--- config.mk ---
export PLATFORM = sky130hd
export DESIGN_NAME = pipe_stage_buf
export DESIGN_NICKNAME = d
export VERILOG_FILES = /design/src/rtl/cpu_types_pkg.sv /design/src/rtl/pipe_buf_pkg.sv /design/src/rtl/pipe_buf_perf.sv /design/src/rtl/pipe_stage_buf.sv
export SDC_FILE = /design/constraint.sdc
export NUM_CORES = 1
export LEC_CHECK = 0
export BUFFER_PORTS_ARGS = -buffer_cell sky130_fd_sc_hd__clkbuf_2
export CAP_MARGIN = 20
export CORE_AREA = 5 5 229 231
export DETAILED_ROUTE_END_ITERATION = 6
export DIE_AREA = 0 0 234 236
export GPL_ROUTABILITY_DRIVEN = 0
export HOLD_SLACK_MARGIN = 0.08
export PLACE_DENSITY_LB_ADDON = 0.05
export SYNTH_ARGS = -nofsm -noshare
export SYNTH_HDL_FRONTEND = slang
export SYNTH_SLANG_ARGS = --single-unit
--- constraint.sdc ---
create_clock -name CLK -period 14.15 [get_ports CLK]
set_input_delay 2.83 -clock CLK [delete_from_list [all_inputs] [get_ports CLK]]
set_output_delay 2.83 -clock CLK [all_outputs]
set_load 0.01 [all_outputs]
--- src/rtl/cpu_types_pkg.sv ---
// Shared MIPS core types; word_t is the architectural word used for the
// instruction sideband carried by pipeline-stage buffers.
package cpu_types_pkg;

    typedef logic [31:0] word_t;

endpackage

--- src/rtl/pipe_buf_pkg.sv ---
// Constants and helpers shared by pipe_stage_buf and its performance-counter
// sub-module.
package pipe_buf_pkg;

    localparam logic [31:0] NOP_INSTR = 32'h0;
    localparam int          PERF_W    = 32;

    // Pointer width for an n-entry ring; a single entry still needs one bit.
    function automatic int clog2_min1(input int n);
        return (n <= 1) ? 1 : $clog2(n);
    endfunction

endpackage

--- src/rtl/pipe_buf_perf.sv ---
// Saturating stall/bubble counters observing a pipe_stage_buf output port.
// Cleared only by RST; flush never touches them.
module pipe_buf_perf
    import pipe_buf_pkg::*;
(
    input  logic              CLK,
    input  logic              RST,
    input  logic              flush,
    input  logic              out_valid,
    input  logic              out_ready,
    output logic [PERF_W-1:0] stall_cnt,
    output logic [PERF_W-1:0] bubble_cnt
);

    logic stall_evt;
    logic bubble_evt;

    assign stall_evt  = out_valid & ~out_ready;
    assign bubble_evt = ~out_valid & ~flush;

    always_ff @(posedge CLK) begin
        if (RST) begin
            stall_cnt  <= '0;
            bubble_cnt <= '0;
        end else begin
            if (stall_evt && (stall_cnt != '1))
                stall_cnt <= stall_cnt + 1'b1;
            if (bubble_evt && (bubble_cnt != '1))
                bubble_cnt <= bubble_cnt + 1'b1;
        end
    end

endmodule

--- src/rtl/pipe_stage_buf.sv ---
// Elastic DEPTH-entry pipeline-stage buffer with valid/ready handshake, flush
// and instruction sideband. Define PIPE_BUF_PERF_EN to add stall/bubble counters.
module pipe_stage_buf
    import cpu_types_pkg::*;
    import pipe_buf_pkg::*;
#(
    parameter int DATA_W  = 128,
    parameter int DEPTH   = 2,
    parameter int INSTR_W = $bits(word_t)
) (
    input  logic                       CLK,
    input  logic                       RST,
    input  logic                       flush,
    input  logic                       in_valid,
    output logic                       in_ready,
    input  logic [DATA_W-1:0]          in_data,
    input  logic [INSTR_W-1:0]         in_instr,
    output logic                       out_valid,
    input  logic                       out_ready,
    output logic [DATA_W-1:0]          out_data,
    output logic [INSTR_W-1:0]         out_instr,
    output logic [$clog2(DEPTH+1)-1:0] count
`ifdef PIPE_BUF_PERF_EN
   ,output logic [PERF_W-1:0]          stall_cnt,
    output logic [PERF_W-1:0]          bubble_cnt
`endif
);

    localparam int PTR_W = clog2_min1(DEPTH);
    localparam int CNT_W = $clog2(DEPTH + 1);

    typedef logic [PTR_W-1:0] ptr_t;

    localparam ptr_t             LAST_PTR = ptr_t'(DEPTH - 1);
    localparam logic [CNT_W-1:0] FULL     = CNT_W'(DEPTH);

    logic [DATA_W-1:0]  data_mem  [DEPTH];
    logic [INSTR_W-1:0] instr_mem [DEPTH];
    ptr_t               rd_ptr;
    ptr_t               wr_ptr;
    logic [CNT_W-1:0]   count_q;
    logic               push;
    logic               pop;

    // Explicit wrap so non-power-of-two depths skip the unused pointer codes.
    function automatic ptr_t ptr_inc(input ptr_t p);
        return (p == LAST_PTR) ? '0 : ptr_t'(p + 1'b1);
    endfunction

    // in_ready depends on registered occupancy only, never on out_ready.
    assign in_ready  = (count_q != FULL);
    assign out_valid = (count_q != '0);
    assign push      = in_valid & in_ready;
    assign pop       = out_valid & out_ready;
    assign count     = count_q;

    // Empty stage presents a NOP bubble rather than stale entry contents.
    assign out_data  = out_valid ? data_mem[rd_ptr]  : '0;
    assign out_instr = out_valid ? instr_mem[rd_ptr] : INSTR_W'(NOP_INSTR);

    always_ff @(posedge CLK) begin
        if (RST || flush) begin
            rd_ptr  <= '0;
            wr_ptr  <= '0;
            count_q <= '0;
        end else begin
            if (push)
                wr_ptr <= ptr_inc(wr_ptr);
            if (pop)
                rd_ptr <= ptr_inc(rd_ptr);
            if (push && !pop)
                count_q <= count_q + 1'b1;
            else if (pop && !push)
                count_q <= count_q - 1'b1;
        end
    end

    // NOTE: entry storage is deliberately not reset; occupancy alone decides
    // what is visible, so clearing the array would only cost reset fan-out.
    always_ff @(posedge CLK) begin
        if (push && !flush) begin
            data_mem[wr_ptr]  <= in_data;
            instr_mem[wr_ptr] <= in_instr;
        end
    end

    assert property (@(posedge CLK) disable iff (RST) count_q <= FULL);

`ifdef PIPE_BUF_PERF_EN
    pipe_buf_perf u_perf (
        .CLK        (CLK),
        .RST        (RST),
        .flush      (flush),
        .out_valid  (out_valid),
        .out_ready  (out_ready),
        .stall_cnt  (stall_cnt),
        .bubble_cnt (bubble_cnt)
    );
`endif

endmodule

==> reports/results.txt <==
The count of buffers added by post-CTS timing repair for setup came out at 0. The critical path goes through buf_4, buf_4, mux2i_1, nor2_1, clkbuf_2. After detailed routing, the average wire length per cell comes to 18.27 µm. In this run the worst hold path is classified as flop to flop. The synthesized area per cell works out to 17.52 µm².

The share of the synthesized netlist area taken by xor and xnor gates was 0.2130%. Yosys printed 0 warnings. Number of remaining DRC errors: 0.

At the pin with the least slew margin, the transition time is 1.042 ns. The fmax is 162.6 MHz, and the register area share after synthesis is 78.72%. For the number of global-route vias before repair, the log shows 7311. Cells with a size suffix above 1 make up 36.42% of the layout. CTS built an H-tree with a depth of 2.

Setup repair after global routing left no endpoint under its margin. After clock tree synthesis, the clock-pin slew on the worst setup and hold paths is 0.05 ns. For the worst-skew pair, the clock arrives at the later sink with an insertion delay of 0.53 ns. The final setup skew was 0.005066 ns. The startpoint identified for the worst hold timing path is rd_ptr.

The die is 236 µm tall. The flow ran to the end, and the final reports show no timing, DRC or antenna violations. After synthesis, the largest family of logic cells by area is multiplexers. The tools report the number of clock sinks as 325. Of the available clock period, the critical path in the final layout requires 43.47%. Once layout is complete, the cells apart from fillers number 1753.

The endpoint identified for the worst register-to-register timing path is instr_mem[1][11]. The register-to-register path setup slack was 11.51 ns. Summed over all layers, the routed wires come to 32.02 mm. Max-cap violations in this run came to 0. After synthesis, the share of cell area in mux cells is 12.98%. The number of detailed-routing iterations run before antenna repair was 4; the post-synthesis simple-gate area fraction was 5.346%.

In this run the deepest clock path goes through 3 buffers. Summed over all layers, the global routing overflow is 0. The initial antenna violation count is 8, and the hold buffer count at CTS is 0.

The synthesized design contains 325 register bits. For the sum of negative setup slack, the log shows 0 ns. The stage delay of the slowest cell on the critical path came out at 0.82 ns. The tree is rooted in a sky130_fd_sc_hd__clkbuf_16.

Dividing the detail-routed via count by the number of cells gives 4.000. The routed layout has 7012 vias. Synthesis produced a netlist with a net count of 870. The most repeated library cell on the critical path is sky130_fd_sc_hd__buf_4. The clock period could shrink to 6.151 ns. The tools report the core box area as 49860 µm². The family of cells with the greatest summed delay on the critical path is buffers and inverters.

Of the total synthesized cell area, the portion taken by full adders, half adders and majority gates is 0.1014%. In this run, the number of DRC markers left after iteration 0 of detailed routing was 222. For hold timing, the worst endpoint is rd_ptr. The number of CTS-inserted buffers was 40; the count of buffers inserted at the top-level ports was 328.

The element type at the critical path start was a flop. The global-route wire length before repair came out at 46.82 mm. VDD sags by at most 0.07252 mV.

From left edge to right edge, the die measures 234 µm. After filler insertion, the fill cell instance count of the layout stands at 5119. The logs give 21 for the number of distinct standard cells referenced by the synthesized netlist and 30.50% for the normalized max-slew margin. Compared with the post-synthesis result, the final layout area differs by 28.46%.

The count of buffering cells on the critical path with inverters included was 3; the net count of the finished layout was 1218. The worst setup path is captured at a primary output. Along the worst path, the maximum fanout reaches 55.

Summing the areas of all compound-gate instances in the mapped netlist gives 0.2029% of the synthesized area. The top cell types in the final layout, fill and taps aside, are 328 x sky130_fd_sc_hd__clkbuf_2, 320 x sky130_fd_sc_hd__edfxtp_1, 163 x sky130_fd_sc_hd__nor2_1. The critical path is of the flop to primary output type. The logs give 24.74% for the initial core utilization and 0 for the number of nets still failing antenna checks after routing. For this design, the slowest cell found on the critical path is sky130_fd_sc_hd__buf_4. The worst hold path was traced through 2 stages. 329 I/O pins were placed.

Count of final max-slew check failures: 0. Data on the critical path is required at its endpoint by 11.32 ns. The netlist area before placement was 12330 µm²; the maximum number of pins on one net before global-route repair was 71. The startpoint identified for the worst register-to-register timing path is count[0].

Counting cells, the worst reg-to-reg path comes to 6. The total of cells resized after clock tree synthesis was 0; the power per unit of standard cell area was 140.6 nW/µm². The placed instance count was 1682. In this run the static leakage power is 5.690 nW.

TritonCTS built the clock tree. The post-synthesis instance total was 704; the arrival time of data at the critical path endpoint was 3.32 ns. The tightest hold path in the finished design has a slack of 0.5076 ns.

The most frequent standard cell in the layout excluding fill and tap cells is sky130_fd_sc_hd__clkbuf_2. Global routing used 11.18% of the available tracks. Setup violations remaining at the end of the flow were counted as 0. The number of hold-slack violations in the final timing report was 0. The floorplan step defined a die boundary enclosing 55220 µm².

The HPWL after detailed placement is 20.63 mm. The tools report the number of rows created at floorplan as 82.
## synth_stat cells (all sizes together)
cell type	instances	area [µm²]
buf	34	281.5
nand2	1	3.750
or3	2	12.51
or2	1	6.260
edfxtp	320	9609
inv	4	15.01
nor3	1	5.000
ha	1	12.51
mux2i	160	1602
clkbuf	1	3.750
dfxtp	5	100.1
nor3b	1	7.510
nor2	164	618.1
o21ai	3	15.01
nor2b	1	6.260
a21oi	2	10.01
xor2	3	26.28
## metal layers
metal	up-vias	part of all wire [%]	routed length (µm)	track usage, %
met5	-	0.17	56	0
met2	205	47	15080	18.13
met4	10	2.5	809	3.381
li1	3307	-	-	-
met1	3426	41	13000	13.09
met3	64	9.6	3082	5.436
## where the power goes
group | switching [mW] | leakage (nW) | total (mW) | internal (mW)
registers | 0.00785 | 2.98 | 1.10 | 1.10
logic | 0.125 | 2.14 | 0.196 | 0.0710
clock network | 0.370 | 0.571 | 0.928 | 0.558
## cell type report
class | count | area [µm²] | area share [%]
Clock buffer | 59 | 1114 | 7.028
Inverter | 4 | 15.01 | 0.09476
Antenna cell | 2 | 5.005 | 0.03159
Clock inverter | 10 | 66.31 | 0.4185
Tap cell | 672 | 840.8 | 5.306
Sequential cell | 325 | 9713 | 61.30
Timing Repair Buffer | 341 | 1739 | 10.98
Multi-Input combinational cell | 340 | 2352 | 14.85
## flip-flops by register name, indices dropped and copies added, names as in the netlist, named ones only
name       flops
count          2
instr_mem     64
data_mem     256
wr_ptr         1
rd_ptr         1
## worst max-delay path by stage
| stage | from | cells after the start | endpoint |
|---|---|---|---|
| after floorplan | in_valid | 2 | data_mem[1][0] |
| after global placement | flop | 5 | out_data[103] |
| after detailed placement | flop | 5 | out_data[103] |
| after CTS | flop | 5 | out_data[103] |
| after global routing | flop | 5 | out_data[103] |
| final | flop | 5 | out_data[103] |
## worst min-delay path, cell delays in order (launching register included)
cell and delay, ns:
sky130_fd_sc_hd__dfxtp_1 0.32, sky130_fd_sc_hd__xor2_1 0.08, sky130_fd_sc_hd__nor2_1 0.07
## through the flow
step / setup WS [ns] / cell area [µm²] / util, % / total power, mW
4_1_cts: 7.841 / 15840 / 31.77 / 2.285
3_5_place_dp: 8.452 / 14660 / 29.40 / 1.328
2_1_floorplan: 4.469 / 12340 / - / 1.232
3_3_place_gp: 8.442 / 14660 / 29.40 / 1.329
5_1_grt: 7.737 / 15840 / 31.77 / 2.336
6_report: 7.999 / 15850 / 31.78 / 2.227
## cell families after synthesis
group | after synthesis
AOI/OAI and AO/OA | 5
xor gates and xnor gates | 3
adders and majority gates | 1
buffers and inverters | 39
DFF | 325
muxes | 160
and+or+nand+nor | 171
No activity file was read; power rests on OpenSTA's default activity.
